--- src/rtl/pong_score_keeper.sv ---
`default_nettype none
// ============================================================================
// Module      : pong_score_keeper
// Description : Two-sided pong scorer. Points are committed at the frame-start
//               pixel, with BCD outputs, point strobes and game-over detection.
// Revision    : 1.0 - initial release
// ============================================================================
module pong_score_keeper #(
    parameter int SCORE_W    = 8,
    parameter int WIN_SCORE  = 15,
    parameter int BCD_DIGITS = 3,
    parameter int COMMIT_X   = 0,
    parameter int COMMIT_Y   = 0
) (
    input  logic                    clk_25MHz,
    input  logic                    reset,
    input  logic                    game_start,
    input  logic [9:0]              x_pixel,
    input  logic [9:0]              y_pixel,
    input  logic                    collision_left,
    input  logic                    collision_right,
    input  logic                    is_ball_moving_right,
    output logic [SCORE_W-1:0]      score_left,
    output logic [SCORE_W-1:0]      score_right,
    output logic [4*BCD_DIGITS-1:0] bcd_left,
    output logic [4*BCD_DIGITS-1:0] bcd_right,
    output logic                    point_left,
    output logic                    point_right,
    output logic                    game_over,
    output logic [1:0]              winner
);

    localparam int                 c_BCD_W     = 4 * BCD_DIGITS;
    localparam logic [9:0]         c_COMMIT_X  = 10'(COMMIT_X);
    localparam logic [9:0]         c_COMMIT_Y  = 10'(COMMIT_Y);
    localparam logic [SCORE_W-1:0] c_WIN_SCORE = SCORE_W'(WIN_SCORE);

    typedef enum logic [1:0] {
        S_IDLE  = 2'd0,
        S_ARMED = 2'd1,
        S_STAY  = 2'd2
    } side_state_t;

    logic               w_clear;
    logic               w_commit;
    logic               r_game_over;
    logic [1:0]         r_winner;
    logic [SCORE_W-1:0] w_score_q [2];
    logic [SCORE_W-1:0] w_score_d [2];
    logic [c_BCD_W-1:0] w_bcd_q   [2];
    logic [1:0]         w_point_q;
    logic               w_win_left;
    logic               w_win_right;

    assign w_clear  = reset | game_start;
    assign w_commit = (x_pixel == c_COMMIT_X) && (y_pixel == c_COMMIT_Y);

    // Side 0 scores on returns travelling right, side 1 on returns travelling left.
    for (genvar i = 0; i < 2; i++) begin : g_side
        side_state_t        r_state;
        side_state_t        w_state_next;
        logic               w_exit;
        logic               w_hit;
        logic [SCORE_W-1:0] r_score;
        logic [SCORE_W-1:0] w_score_next;
        logic [c_BCD_W-1:0] r_bcd;
        logic [c_BCD_W-1:0] w_bcd_inc;
        logic [c_BCD_W-1:0] w_bcd_next;
        logic [BCD_DIGITS-1:0] w_carry;
        logic               r_point;
        logic               w_point_next;

        assign w_exit = (i == 0) ? is_ball_moving_right : !is_ball_moving_right;
        assign w_hit  = (i == 0) ? collision_left : collision_right;

        assign w_carry[0] = 1'b1;
        for (genvar d = 0; d < BCD_DIGITS; d++) begin : g_digit
            logic w_is_nine;
            assign w_is_nine = (r_bcd[4*d +: 4] == 4'd9);
            assign w_bcd_inc[4*d +: 4] = !w_carry[d] ? r_bcd[4*d +: 4] :
                                         w_is_nine   ? 4'd0 : r_bcd[4*d +: 4] + 4'd1;
            if (d < BCD_DIGITS - 1) begin : g_carry
                assign w_carry[d+1] = w_carry[d] & w_is_nine;
            end
        end

        always_ff @(posedge clk_25MHz) begin
            if (w_clear) begin
                r_state <= S_IDLE;
                r_score <= '0;
                r_bcd   <= '0;
                r_point <= 1'b0;
            end else begin
                r_state <= w_state_next;
                r_score <= w_score_next;
                r_bcd   <= w_bcd_next;
                r_point <= w_point_next;
            end
        end

        always_comb begin
            w_state_next = r_state;
            w_score_next = r_score;
            w_bcd_next   = r_bcd;
            w_point_next = 1'b0;
            case (r_state)
                S_IDLE: begin
                    if (w_hit && w_exit) begin
                        w_state_next = S_ARMED;
                    end
                end
                S_ARMED: begin
                    if (w_commit) begin
                        w_state_next = S_STAY;
                        // Once the game is decided the return is consumed silently.
                        if (!r_game_over) begin
                            w_score_next = r_score + SCORE_W'(1);
                            w_bcd_next   = w_bcd_inc;
                            w_point_next = 1'b1;
                        end
                    end
                end
                S_STAY: begin
                    if (!w_exit) begin
                        w_state_next = S_IDLE;
                    end
                end
                default: begin
                    w_state_next = S_IDLE;
                end
            endcase
        end

        assign w_score_q[i] = r_score;
        assign w_score_d[i] = w_score_next;
        assign w_bcd_q[i]   = r_bcd;
        assign w_point_q[i] = r_point;
    end

    // Look at next-state scores so the verdict lands on the winning commit edge.
    assign w_win_left  = (w_score_d[0] == c_WIN_SCORE);
    assign w_win_right = (w_score_d[1] == c_WIN_SCORE);

    always_ff @(posedge clk_25MHz) begin
        if (w_clear) begin
            r_game_over <= 1'b0;
            r_winner    <= 2'b00;
        end else if (!r_game_over && (w_win_left || w_win_right)) begin
            r_game_over <= 1'b1;
            r_winner    <= {w_win_right, w_win_left};
        end
    end

    assign score_left  = w_score_q[0];
    assign score_right = w_score_q[1];
    assign bcd_left    = w_bcd_q[0];
    assign bcd_right   = w_bcd_q[1];
    assign point_left  = w_point_q[0];
    assign point_right = w_point_q[1];
    assign game_over   = r_game_over;
    assign winner      = r_winner;

endmodule
`default_nettype wire

--- config.mk ---
export PLATFORM = sky130hd
export DESIGN_NAME = pong_score_keeper
export DESIGN_NICKNAME = d
export VERILOG_FILES = /design/src/rtl/pong_score_keeper.sv
export SDC_FILE = /design/constraint.sdc
export NUM_CORES = 1
export LEC_CHECK = 0
export CORE_MARGIN = 5
export CORE_UTILIZATION = 51
export DETAILED_ROUTE_END_ITERATION = 7
export PLACE_DENSITY = 0.85
export SLEW_MARGIN = 15
export SYNTH_ARGS = -nofsm -noshare
export SYNTH_HDL_FRONTEND = slang
export SYNTH_SLANG_ARGS = --single-unit
--- constraint.sdc ---
create_clock -name clk_25MHz -period 5.07 [get_ports clk_25MHz]
set_input_delay 1.014 -clock clk_25MHz [delete_from_list [all_inputs] [get_ports clk_25MHz]]
set_output_delay 1.014 -clock clk_25MHz [all_outputs]
set_load 0.05 [all_outputs]
# --- Yosys cells after proc, flatten, opt, wreduce, memory -nomap -nowiden ---
# Cells that the tools add are included.
word_totals:
  ff_bits: 49
  latch_bits: 0
  ramBits: 0
  mem_bits_ro: 0
  input_bits: 26
  output_inout_bits: 45
  elab_cells: 88
  mem_count: 0
classes:
  addsub: 8
  multipliers: 0
  n_div: 0
  order_cmp: 0
  n_eq_ne: 18
  shift: 0
  mux: 21
  n_bitwise: 6
  reduce_logical: 21
ops:
  columns: ["operator", "count"]
  rows:
  - ["8-bit two-way mux", 6]
  - ["4-bit by 1-bit adder with 4-bit output (second input constant)", 6]
  - ["4-bit == test (second input constant)", 6]
  - ["4-bit two-way mux", 6]
  - ["10-bit logical NOT", 2]
  - ["8-bit by 1-bit adder with 8-bit output (second input constant)", 2]
  - ["8-bit by 4-bit == test with 1-bit output (second input constant)", 2]
  - ["4-bit AND reduction", 4]
  - ["2-bit inequality test (second input constant)", 6]
  - ["2-bit case mux with 3 select lines", 2]
  - ["3-bit AND reduction", 4]
  - ["2-bit two-way mux", 5]
  - ["2-bit by 1-bit == test with 1-bit output (second input constant)", 2]
  - ["2-bit == test (second input constant)", 2]
  - ["1-bit logical AND", 4]
  - ["2-bit logical NOT", 2]
  - ["2-bit OR reduction", 2]
  - ["1-bit NOT", 3]
  - ["1-bit bitwise AND", 2]
  - ["1-bit logical NOT", 2]
  - ["1-bit two-way mux", 2]
  - ["1-bit logical OR", 1]
  - ["1-bit OR", 1]

# --- Logic depth before layout (Yosys ltp) ---
# Gate-level depths: netlist of run 1.
logic_depth:
  word_depth: 7
  depth_mapped: 8
  ltp_nobuf: 7

# --- Worst setup path after synthesis of run 1 ---
# Ideal clock, no wire load.
synth_path:
  kind: "input-to-reg"
  from: "input x_pixel[8]"
  to: "register g_side[0].r_bcd[7] (netlist: bcd_left[7])"
  setup_time_ps: 70
  t_arrival_ps: 2999
  required_ps: 5000
  slack_ps: 2000
  cell_stages: 8
  path_buffers: 2
  path_cell_list: "or4_1 > or2_1 > buf_6 > or4_4 > buf_6 > o41ai_1 > nand2_1 > a21oi_1"
synth_via:
  elab_chain_len: 3
synth_rtl:
  columns: ["element", "line", "source"]
  rows:
  - ["start: declaration", "18", "input logic [9:0] x_pixel,"]
  - ["10-bit logical NOT", "56", "assign w_commit = (x_pixel == c_COMMIT_X) && (y_pixel == c_COMMIT_Y);"]
  - ["1-bit logical AND", "56", null]
  - ["4-bit AND reduction (no line)", null, null]
  - ["end signal: assignment", "96", "r_bcd <= w_bcd_next;"]
  - ["end: declaration", "66", "logic [c_BCD_W-1:0] r_bcd;"]
# Every way passes these cells.
# A chain may end at the register's enable or synchronous reset.

# --- Worst setup path in the final report of run 1 ---
layout_path:
  from: "input x_pixel[0]"
  to: "register g_side[0].r_bcd[1] (netlist: bcd_left[1])"
layout_via:
  elab_chain_len: 3
layout_rtl:
  columns: ["element", "line"]
  rows:
  - ["10-bit logical NOT", "56"]
  - ["1-bit logical AND", "56"]
  - ["3-bit AND reduction (no line)", null]
# Every way passes these cells.

==> summary.txt, run 1 <==
Timing
  • Maximum clock rate: 0.293 GHz
  • Fin Clk Skew: 5.27 ps
  • Setup Viol. Count Final: 0
  • Setup TNS Final: 0 ps
  • Period Utilization, post-route: 0.673
  • Max-Slew Margin vs Limit: 0.416
  • RSZ-0062 raised after global routing: false
  • Worst-margin pin slew: 875 ps
  • Hold Fails Final Rpt: 0
  • Max Transition Viols Final: 0
  • Fin worst setup slack: 1660 ps
  • Tmin final: 3410 ps

Pwr
  • Reg power frac: 0.591
  • P_leak: 1.06 nW
  • Sw frac: 0.215
  • Psw: 0.140 mW
  • Clock power frac: 0.360
  • Worst VDD drop: 0.140 mV
  • Internal cell power: 0.513 mW
  • Fraction of power consumed by combinational cells: 0.050
  • Pwr dens: 200 nW/µm²

Final layout
  • Fill count: 399
  • Area growth from synthesis to layout: 33.0%
  • Diode count: 0
  • Nets: 387
  • Area of the multi-input gates: 1390 µm²
  • Share of cells above drive strength 1: 0.0529
  • Reg area: 981 µm²

Setup path
  • CP Capture Type: flip-flop
  • Startpoint types: input pin
  • Crit path max fanout: 8
  • Signal arrival time at the worst endpoint: 3640 ps
  • Crit path kind: input pin to flip-flop
  • Worst Path Required: 5300 ps

Logic synthesis
  • Post-synthesis xor/xnor area fraction: 0.0895
  • Number of synthesized flops with an enable pin: 0
  • Net Count, Synth: 320
  • Synth Area in Simple Gates: 0.360
  • Ys async rst share: 0
  • Largest family of logic cells by synthesized area: simple AND/OR/NAND/NOR gates
  • Mapped Cells: 292
  • Synth Flop Type: dfxtp_1
  • Multiplexer share of the synthesized area: 0.0169
  • Count of different cell masters after synthesis: 47
  • Post-Synth Adder-Cell Area: 0.0102
  • Post-synthesis compound-gate area fraction: 0.0915
  • Sequential area share after synthesis: 0.401
  • Yosys Warn Count: 0
  • Synthesized area: 2450 µm²
  • Synth Register Bits: 49
  • Syn Area/Cell: 8.38 µm²

Floorplanning
  • Chip Height: 79.3 µm
  • Core box area: 4690 µm²
  • Die area: 6280 µm²
  • Io pins: 71
  • Num rows: 25
  • Die width: 79.3 µm
  • Starting density of the core: 0.522

Global routing
  • Tot GR Track Use: 0.196
  • Met2 Use GR: 0.341
  • Largest net degree at the start of global routing: 48
  • Antenna violations before repair: 0
  • Vias in the first global route: 2195
  • First-pass GRT wire length: 10100 µm
  • Most Crowded Layer GR: met2
  • GRT met1 Usage: 0.243
  • GRT met3 Usage: 0.0340
  • Gr ovfl total: 0

Routing
  • DR iter-0 viols: 121
  • Avg WL per Cell: 14.4 µm
  • Via/cell ratio: 5.59
  • DR pass1 iterations: 4
  • Vias: 2307
  • # DRC: 0
  • Total wire length: 5950 µm
  • Antenna-violating nets left: 0

Clocking
  • H-tree levels: 2
  • Root buffer cell: clkbuf_8
  • CTS tree: done
  • Worst-path clk slew: 90 ps
  • # Post-CTS Setup Buffers: 0
  • CTS Buf Count: 5
  • Clk_lat worst skew: 300 ps
  • Hold_buf cts: 0
  • Post-cts gate resize count: 0
  • CTS Sinks: 49
  • Max clock buf depth: 2

Min path
  • Hold Crit Class: flip-flop to flip-flop

Outcome
  • Status: finished clean

Job
  • Max_cap viols: 0

Placed design
  • Placer congestion estimate: 0.886
  • IO buf count: 70
  • Final HPWL DP: 4460 µm
  • Post-place setup slack: 1400 ps
-- flip-flops by register name (all words and copies together), names as in the netlist --
signal          count
bcd_left           12
bcd_right          12
g_side.r_state      4
game_over           1
point_left          1
point_right         1
score_left          8
score_right         8
winner              2
-- stage by stage --
stage | cells | power, mW | hold slack [ps] | area (µm²) | util
after floorplan | 292 | 0.404 | 430 | 2450 | -
after global placement | 406 | 0.426 | 443 | 3170 | 0.675
after detailed placement | 406 | 0.427 | 460 | 3170 | 0.675
after CTS | 413 | 0.658 | 472 | 3260 | 0.694
after global routing | 413 | 0.677 | 501 | 3260 | 0.694
final | 413 | 0.653 | 477 | 3260 | 0.694
-- cell usage in the layout, fill, tap and decap left out, types with 6 or more instances in the layout --
cell              n
clkdlybuf4s50_1  70
a21oi_1          20
nand2_1          32
nor2_1           37
nor3_1            8
dfxtp_1          49
nor4_1            9
nand3_1          10
o21ai_0          12
clkbuf_8          6
nor2b_1          11
xnor2_1          15
xor2_1           10
-- layout make-up --
class / count / area share
multi-input cells: 227 / 0.427
flip-flops and latches: 49 / 0.301
repair buffers: 71 / 0.218
clock buffers: 6 / 0.0254
well taps: 54 / 0.0208
inverters: 5 / 0.00576
clock inverters: 1 / 0.00231
-- layer usage --
layer | vias to the layer above | wire (µm) | share of wire
met3 | 12 | 264 | 0.044
met5 | - | 0 | 0
li1 | 1159 | - | -
met2 | 63 | 2970 | 0.50
met4 | 0 | 110 | 0.019
met1 | 1073 | 2600 | 0.44
-- power groups by stage --
stage                     logic [mW]  clock network (mW)  registers [mW]
final                         0.0324               0.235           0.386
after global routing          0.0346               0.256           0.386
after CTS                     0.0325               0.240           0.386
after detailed placement      0.0324                   0           0.395
after global placement        0.0317                   0           0.395
after floorplan              0.00952                   0           0.395
-- path summary, 6_finish.rpt --
kind / from / end / slack (ps) / depth (start not counted)
setup / recovery: x_pixel[0] / bcd_left[1] / 1660 / 7
hold / removal: g_side[0].r_state[1] / g_side[0].r_state[0] / 480 / 1
setup reg to reg: game_over / bcd_right[11] / 2830 / 6
hold reg to reg: g_side[0].r_state[1] / g_side[0].r_state[0] / 480 / 1
-- Yosys cell counts, drive strengths merged (3+ instances only) --
cell type / count / share of area
or4: 4 / 0.015
dfxtp: 49 / 0.40
or3: 4 / 0.010
or2: 5 / 0.013
clkbuf: 7 / 0.011
nand2: 32 / 0.049
nor2b: 11 / 0.028
nor3b: 3 / 0.0092
inv: 5 / 0.0077
nand3: 10 / 0.020
a21oi: 20 / 0.041
mux2i: 3 / 0.012
nand4: 5 / 0.013
nand2b: 3 / 0.0077
nor4: 12 / 0.045
nor2: 37 / 0.057
o21ai: 12 / 0.025
and3: 5 / 0.013
and4b: 5 / 0.020
nand3b: 3 / 0.0092
buf: 4 / 0.013
xnor2: 15 / 0.054
xor2: 10 / 0.036
nor3: 8 / 0.016
-- worst max-delay path, stage by stage --
cell             delay [ps]
clkdlybuf4s50_1         400
nor4_1                  480
nand3_1                 320
nor4_2                  730
nand2_1                 210
or3_1                   350
a21oi_1                 140
-- kinds of logic (layout without fill, tap and decap cells) --
logic type	Yosys count	count (layout)
buffers and inverters	16	83
AO/OA/AOI/OAI	40	40
multiplexers	4	4
adder cells (fa/ha/maj)	2	2
flip-flops	49	49
XOR/XNOR	25	25
AND/OR/NAND/NOR	156	156
Power figures use the tool's default switching activity.
==> run 2, diff against run 1 <==
--- a/config.mk
+++ b/config.mk
@@ -6,9 +6,9 @@
 export NUM_CORES = 1
 export LEC_CHECK = 0
 export CORE_MARGIN = 5
-export CORE_UTILIZATION = 51
+export CORE_UTILIZATION = 47
 export DETAILED_ROUTE_END_ITERATION = 7
-export PLACE_DENSITY = 0.85
+export PLACE_DENSITY = 0.79
 export SLEW_MARGIN = 15
 export SYNTH_ARGS = -nofsm -noshare
 export SYNTH_HDL_FRONTEND = slang
==> constraint.sdc (replaced) <==
create_clock -name clk_25MHz -period 3.4 [get_ports clk_25MHz]
set_input_delay 0.68 -clock clk_25MHz [delete_from_list [all_inputs] [get_ports clk_25MHz]]
set_output_delay 0.68 -clock clk_25MHz [all_outputs]
set_load 0.05 [all_outputs]
==> run 2 against run 1 <==
  * Count of clock-buffer cells in the layout rose by 1
  * Hold slack got worse by 13 ps
  * Largest cell class unchanged
  * Global-route usage fell by 1.9 points
  * Setup slack got worse by 1200 ps
  * Highest routed layer unchanged
==> summary.txt, run 2 (synthesis results as in run 1) <==
Placed design
  • Post-place setup slack: 117 ps (-1280 ps)
  • Final HPWL DP: 4300 µm (-3.7%)
  • Placer congestion estimate: 0.805 (-9.2%)
  • IO buf count: 70 (unchanged)

Pwr
  • Psw: 0.205 mW (+46%)
  • Pwr dens: 300 nW/µm² (+49%)
  • Internal cell power: 0.789 mW (+54%)
  • Overall Power: 0.994 mW (+52%)
  • Worst VDD drop: 0.342 mV (+140%)
  • P_leak: 1.09 nW (+2.9%)
  • Clock power frac: 0.372 (+0.012)
  • Reg power frac: 0.579 (-0.012)
  • Fraction of power consumed by combinational cells: 0.050 (about the same)
  • Sw frac: 0.207 (-0.00825)

Final layout
  • Commonest cells after routing, fill and taps aside: clkdlybuf4s50_1, dfxtp_1, nor2_1
  • Area growth from synthesis to layout: 35.5%
  • Share of cells above drive strength 1: 0.0659 (+0.0130)
  • Fill count: 454 (+14%)
  • Final core utilization: 0.654 (-0.0403)
  • Diode count: 0 (unchanged)
  • Nets: 391 (+1.0%)
  • Most common cell after layout, fill and taps aside: clkdlybuf4s50_1

Clocking
  • CTS Buf Count: 5 (unchanged)
  • # Post-CTS Setup Buffers: 0 (unchanged)
  • Post-cts gate resize count: 0 (unchanged)
  • CTS Sinks: 49 (unchanged)
  • CTS tree: done
  • Hold_buf cts: 0 (unchanged)
  • Max clock buf depth: 2 (unchanged)
  • Worst-path clk slew: 80 ps (about the same)
  • H-tree levels: 2 (unchanged)
  • Root buffer cell: clkbuf_8
  • Clk_lat worst skew: 300 ps (about the same)

Timing
  • Max Transition Viols Final: 0 (unchanged)
  • Setup TNS Final: 0 ps (unchanged)
  • Fin worst setup slack: 429 ps (-1230 ps)
  • Fin Clk Skew: 6.59 ps (+1.32 ps)
  • Hold Fails Final Rpt: 0 (unchanged)
  • Period Utilization, post-route: 0.874
  • Worst-margin pin slew: 531 ps (-344 ps)
  • Max-Slew Margin vs Limit: 0.646 (+0.229)
  • Setup Viol. Count Final: 0 (unchanged)
  • Tmin final: 2970 ps
  • Maximum clock rate: 0.337 GHz
  • RSZ-0062 raised after global routing: false

Setup path
  • Slowest CP cell: or4_1
  • Critical R2R Capture: winner[1]
  • Crit path max fanout: 11 (+3)
  • Critical path launch point: x_pixel[8]
  • Setup crit end: winner[1]
  • Reg2reg path depth: 7 (+1)
  • Signal arrival time at the worst endpoint: 3170 ps (-470 ps)
  • Worst Path Required: 3590 ps (-1710 ps)
  • CP Cell Sequence: clkdlybuf4s50_1, or4_1, or2_1, or4_4, mux2i_1, nand4b_1, a22o_1
  • Startpoint types: input pin
  • Crit path kind: input pin to flip-flop
  • CP Capture Type: flip-flop
  • R2R Path Start: score_left[0]
  • Setup slack, reg-to-reg: 1340 ps (-1490 ps)
  • Max incr delay on CP: 570 ps (-160 ps)
  • Number of cells on the critical path: 7 (unchanged)
  • Top delay family on crit path: simple AND/OR/NAND/NOR gates
  • Bufs and invs on worst path: 1 (unchanged)

Global routing
  • First-pass GRT wire length: 9410 µm (-6.5%)
  • Tot GR Track Use: 0.177 (-0.0191)
  • Largest net degree at the start of global routing: 29 (-40%)
  • Gr ovfl total: 0 (unchanged)
  • Vias in the first global route: 2127 (-3.1%)
  • Antenna violations before repair: 0 (unchanged)

Routing
  • DR pass1 iterations: 4 (unchanged)
  • Total wire length: 5630 µm (-5.2%)
  • Avg WL per Cell: 13.0 µm (-9.8%)
  • Vias: 2275 (-1.4%)
  • DR iter-0 viols: 106 (-12%)
  • # DRC: 0 (unchanged)
  • Antenna-violating nets left: 0 (unchanged)
  • Via/cell ratio: 5.24 (-6.2%)

Floorplanning
  • Core box area: 5070 µm² (+8.2%)
  • Die width: 82.2 µm (+3.6%)
  • Io pins: 71 (unchanged)
  • Chip Height: 82.2 µm (+3.6%)
  • Die area: 6750 µm² (+7.4%)
  • Starting density of the core: 0.482 (-0.0394)
  • Num rows: 26 (+4.0%)

Outcome
  • Status: finished clean

Job
  • Max_cap viols: 0 (unchanged)

Min path
  • Hold Crit Class: flip-flop to flip-flop
-- run 2: cell count changes in the layout (fill, tap and decap cells not counted) --
cell        change
clkinvlp_4      -1
clkbuf_8        +1
clkinv_2        +1
buf_4           +4
-- run 2: final cells by class --
class / instances / area (µm²) / share of cell area
inverter: 5 / 18.8 / 0.00566
multi-input combinational: 227 / 1390 / 0.419
timing repair buffer: 75 / 738 / 0.223
clock buffer: 7 / 96.3 / 0.0290
tap: 70 / 87.6 / 0.0264
clock inverter: 1 / 5.00 / 0.00151
sequential: 49 / 981 / 0.296
-- run 2: through the flow --
stage          std cells  cell area (µm²)  hold WS [ps]
2_1_floorplan        292             2450           430
3_3_place_gp         426             3220           451
3_5_place_dp         426             3220           460
4_1_cts              434             3320           467
5_1_grt              434             3320           502
6_report             434             3320           463
-- run 2: worst min path at each step --
stage | depth (start not counted) | startpoint | end | slack, ps
final | 1 | g_side[0].r_state[1] | g_side[0].r_state[0] | 460
after CTS | 1 | g_side[0].r_state[1] | g_side[0].r_state[0] | 470
after detailed placement | 2 | winner[0] | winner[0] | 460
after floorplan | 1 | g_side[0].r_state[1] | g_side[0].r_state[0] | 430
after global routing | 2 | winner[0] | winner[0] | 500
after global placement | 1 | g_side[0].r_state[1] | g_side[0].r_state[0] | 450
-- run 2: power by group through the flow --
| stage | Sequential, mW | Clock, mW | Combinational [mW] |
|---|---|---|---|
| final | 0.575 | 0.369 | 0.0494 |
| after global routing | 0.576 | 0.405 | 0.0541 |
| after CTS | 0.575 | 0.382 | 0.0499 |
| after detailed placement | 0.589 | 0 | 0.0499 |
| after global placement | 0.589 | 0 | 0.0491 |
| after floorplan | 0.588 | 0 | 0.0142 |
-- run 2: layer usage --
metal / GRT usage / part of all wire / vias up
li1: - / - / 1175
met1: 0.219 / 0.46 / 1044
met2: 0.304 / 0.49 / 50
met3: 0.0401 / 0.048 / 6
met4: 0.0548 / 0.0098 / 0
met5: 0 / 0 / -
==> run 3, diff against run 2 <==
--- a/config.mk
+++ b/config.mk
@@ -5,10 +5,11 @@
 export SDC_FILE = /design/constraint.sdc
 export NUM_CORES = 1
 export LEC_CHECK = 0
+export ABC_AREA = 1
 export CORE_MARGIN = 5
-export CORE_UTILIZATION = 47
+export CORE_UTILIZATION = 48
 export DETAILED_ROUTE_END_ITERATION = 7
-export PLACE_DENSITY = 0.79
+export PLACE_DENSITY = 0.8
 export SLEW_MARGIN = 15
 export SYNTH_ARGS = -nofsm -noshare
 export SYNTH_HDL_FRONTEND = slang
==> run 3 against run 2 <==
  * Sequential power about the same
  * Hold slack better by 6.1 ps
  * Core utilization up 0.99 points
  * Combinational power up 15%
  * Register-to-register slack better by 270 ps
  * Synthesized area up 5.6%
  * Flip-flop and latch count unchanged
  * Cell area up 3.5%
  * Clock skew down 0.90 ps
  * First-iteration DRC count up 9.4%
  * Critical path type unchanged
==> summary.txt, run 3 <==
Outcome
  • Status: finished clean

Logic synthesis
  • Net Count, Synth: 398 (+24%)
  • Leading post-synthesis cells by cell area: dfxtp_1, nand2_1, nor2_1, inv_1, nand3_1
  • Synth Register Bits: 49 (unchanged)
  • Number of synthesized flops with an enable pin: 0 (unchanged)
  • Mapped Cells: 370 (+27%)
  • Synthesized area: 2580 µm² (+5.6%)
  • Synth Flop Type: dfxtp_1
  • Count of different cell masters after synthesis: 42 (-11%)
  • Ys async rst share: 0 (unchanged)
  • Post-synth top cells: nand2_1, nor2_1, dfxtp_1, inv_1, nand3_1
  • Count leader, synth: nand2_1
  • Syn Area/Cell: 6.98 µm² (-17%)
  • Area share of the largest cell type after synthesis: 0.380 (-0.0212)
  • Yosys Warn Count: 0 (unchanged)
  • Area leader, netlist: dfxtp_1
  • Sequential area share after synthesis: 0.380 (-0.0212)

Floorplanning
  • Chip Height: 83.4 µm (+1.5%)
  • Die width: 83.4 µm (+1.5%)
  • Io pins: 71 (unchanged)
  • Die area: 6950 µm² (+3.0%)
  • Core box area: 5170 µm² (+1.9%)
  • Num rows: 26 (unchanged)
  • Starting density of the core: 0.500 (+0.0173)

Setup path
  • Startpoint types: input pin
  • Setup slack, reg-to-reg: 1610 ps (+270 ps)
  • Signal arrival time at the worst endpoint: 2640 ps (-530 ps)
  • CP Capture Type: flip-flop
  • Max incr delay on CP: 400 ps (-170 ps)
  • Worst Path Required: 3570 ps (-20 ps)
  • Crit path max fanout: 12 (+1)
  • Critical path launch point: x_pixel[3]
  • Slowest CP cell: clkdlybuf4s50_1
  • CP most frequent cell: nand2_2
  • Crit path kind: input pin to flip-flop
  • Reg2reg path depth: 11 (+4)
  • Setup crit end: bcd_right[9]
  • Critical R2R Capture: winner[0]
  • CP Cell Sequence: clkdlybuf4s50_1, nor2_1, and2_1, nand2_2, nor2_4, nand2_2, nor2_2, nand3_1, inv_2, a21oi_1, nand2_1, o21ai_1
  • R2R Path Start: g_side[1].r_state[0]

Routing
  • # DRC: 0 (unchanged)
  • DR pass1 iterations: 4 (unchanged)
  • Antenna-violating nets left: 0 (unchanged)
  • Avg WL per Cell: 11.4 µm (-12%)
  • Total wire length: 5860 µm (+4.1%)
  • DR iter-0 viols: 116 (+9.4%)
  • Vias: 2545 (+12%)
  • Via/cell ratio: 4.96 (-5.4%)

Clocking
  • H-tree levels: 2 (unchanged)
  • Post-cts gate resize count: 0 (unchanged)
  • Root buffer cell: clkbuf_8
  • CTS tree: done
  • CTS Sinks: 49 (unchanged)
  • Clk_lat worst skew: 290 ps (about the same)
  • Worst-path clk slew: 90 ps (about the same)
  • Max clock buf depth: 2 (unchanged)
  • # Post-CTS Setup Buffers: 0 (unchanged)
  • Hold_buf cts: 0 (unchanged)
  • CTS Buf Count: 5 (unchanged)

Timing
  • RSZ-0062 raised after global routing: false
  • Worst-margin pin slew: 514 ps (-17.0 ps)
  • Fin Clk Skew: 5.69 ps (-0.895 ps)
  • Tmin final: 2470 ps (-498 ps)
  • Max-Slew Margin vs Limit: 0.656 (+0.0103)
  • Maximum clock rate: 0.404 GHz (+20%)
  • Max Transition Viols Final: 0 (unchanged)
  • Setup Viol. Count Final: 0 (unchanged)
  • Fin worst setup slack: 927 ps (+498 ps)
  • Hold Fails Final Rpt: 0 (unchanged)
  • Setup TNS Final: 0 ps (unchanged)
  • Period Utilization, post-route: 0.727 (-0.147)

Pwr
  • Reg power frac: 0.593 (+0.014)
  • Sw frac: 0.208 (+0.00134)
  • P_leak: 1.28 nW (+17%)
  • Pwr dens: 283 nW/µm² (-5.6%)
  • Clock power frac: 0.348 (-0.024)
  • Worst VDD drop: 0.253 mV (-26%)
  • Fraction of power consumed by combinational cells: 0.058 (+0.008)
  • Internal cell power: 0.769 mW (-2.5%)
  • Overall Power: 0.971 mW (-2.3%)
  • Psw: 0.202 mW (-1.7%)

Final layout
  • Commonest cells after routing, fill and taps aside: nand2_1, clkdlybuf4s50_1, nor2_1
  • Diode count: 0 (unchanged)
  • Nets: 471 (+20%)
  • Area growth from synthesis to layout: 32.8%
  • Most common cell after layout, fill and taps aside: nand2_1
  • Share of cells above drive strength 1: 0.0948 (+0.0289)

Global routing
  • Gr ovfl total: 0 (unchanged)
  • First-pass GRT wire length: 10300 µm (+8.9%)
  • Vias in the first global route: 2289 (+7.6%)
  • Largest net degree at the start of global routing: 37 (+28%)
  • Antenna violations before repair: 0 (unchanged)
  • Tot GR Track Use: 0.173 (-0.00380)

Placed design
  • IO buf count: 70 (unchanged)
  • Placer congestion estimate: 0.887 (+10%)
  • Post-place setup slack: 624 ps (+507 ps)
  • Final HPWL DP: 4490 µm (+4.4%)

Min path
  • Hold Crit Class: flip-flop to flip-flop

Job
  • Max_cap viols: 0 (unchanged)
[run 3: worst min-delay path by stage]
stage / from / endpoint / cells after the start
after global routing: winner[1] / winner[1] / 2
after detailed placement: winner[1] / winner[1] / 2
after CTS: winner[1] / winner[1] / 2
final: winner[1] / winner[1] / 2
after global placement: winner[1] / winner[1] / 2
after floorplan: g_side[1].r_state[1] / g_side[1].r_state[0] / 1
[run 3: power groups by stage]
stage	Sequential [mW]	Clock (mW)	Combinational, mW
final	0.576	0.338	0.0567
after global routing	0.576	0.375	0.0624
after CTS	0.576	0.352	0.0570
after detailed placement	0.589	0	0.0565
after global placement	0.589	0	0.0557
after floorplan	0.590	0	0.0207
[run 3: metal layers]
layer	share of wire	vias up	routed length (µm)	global-route usage
met1	0.47	1129	2770	0.222
met2	0.45	70	2650	0.286
met5	0	-	0	0
li1	-	1341	-	-
met3	0.067	5	392	0.0535
met4	0.0082	0	48	0.0357
[run 3: cell families after synthesis]
kind of cell / synth area share
fa+ha+maj: 0.00968
xor+xnor: 0.00678
buf+inv: 0.0930
flops: 0.380
compound gates: 0.117
simple gates: 0.394
[run 3: per-stage QoR]
step | cells | instance area, µm² | hold WS [ps] | util
after floorplan | 370 | 2580 | 428 | -
after global placement | 506 | 3350 | 451 | 0.647
after detailed placement | 506 | 3350 | 456 | 0.647
after CTS | 513 | 3430 | 469 | 0.664
after global routing | 513 | 3430 | 499 | 0.664
final | 513 | 3430 | 469 | 0.664
[run 3: layout make-up]
cell class	count	area [µm²]
multi-input cells	262	1360
well taps	70	87.6
repair buffers	72	716
fillers	453	1740
inverters	53	199
clock buffers	7	86.3
flip-flops and latches	49	981
[run 3: critical path, delay by kind of cell]
family | cells | cell delay [ps]
AO/OA/AOI/OAI | 2 | 150
buffers and inverters | 2 | 530
AND/OR/NAND/NOR | 8 | 1290
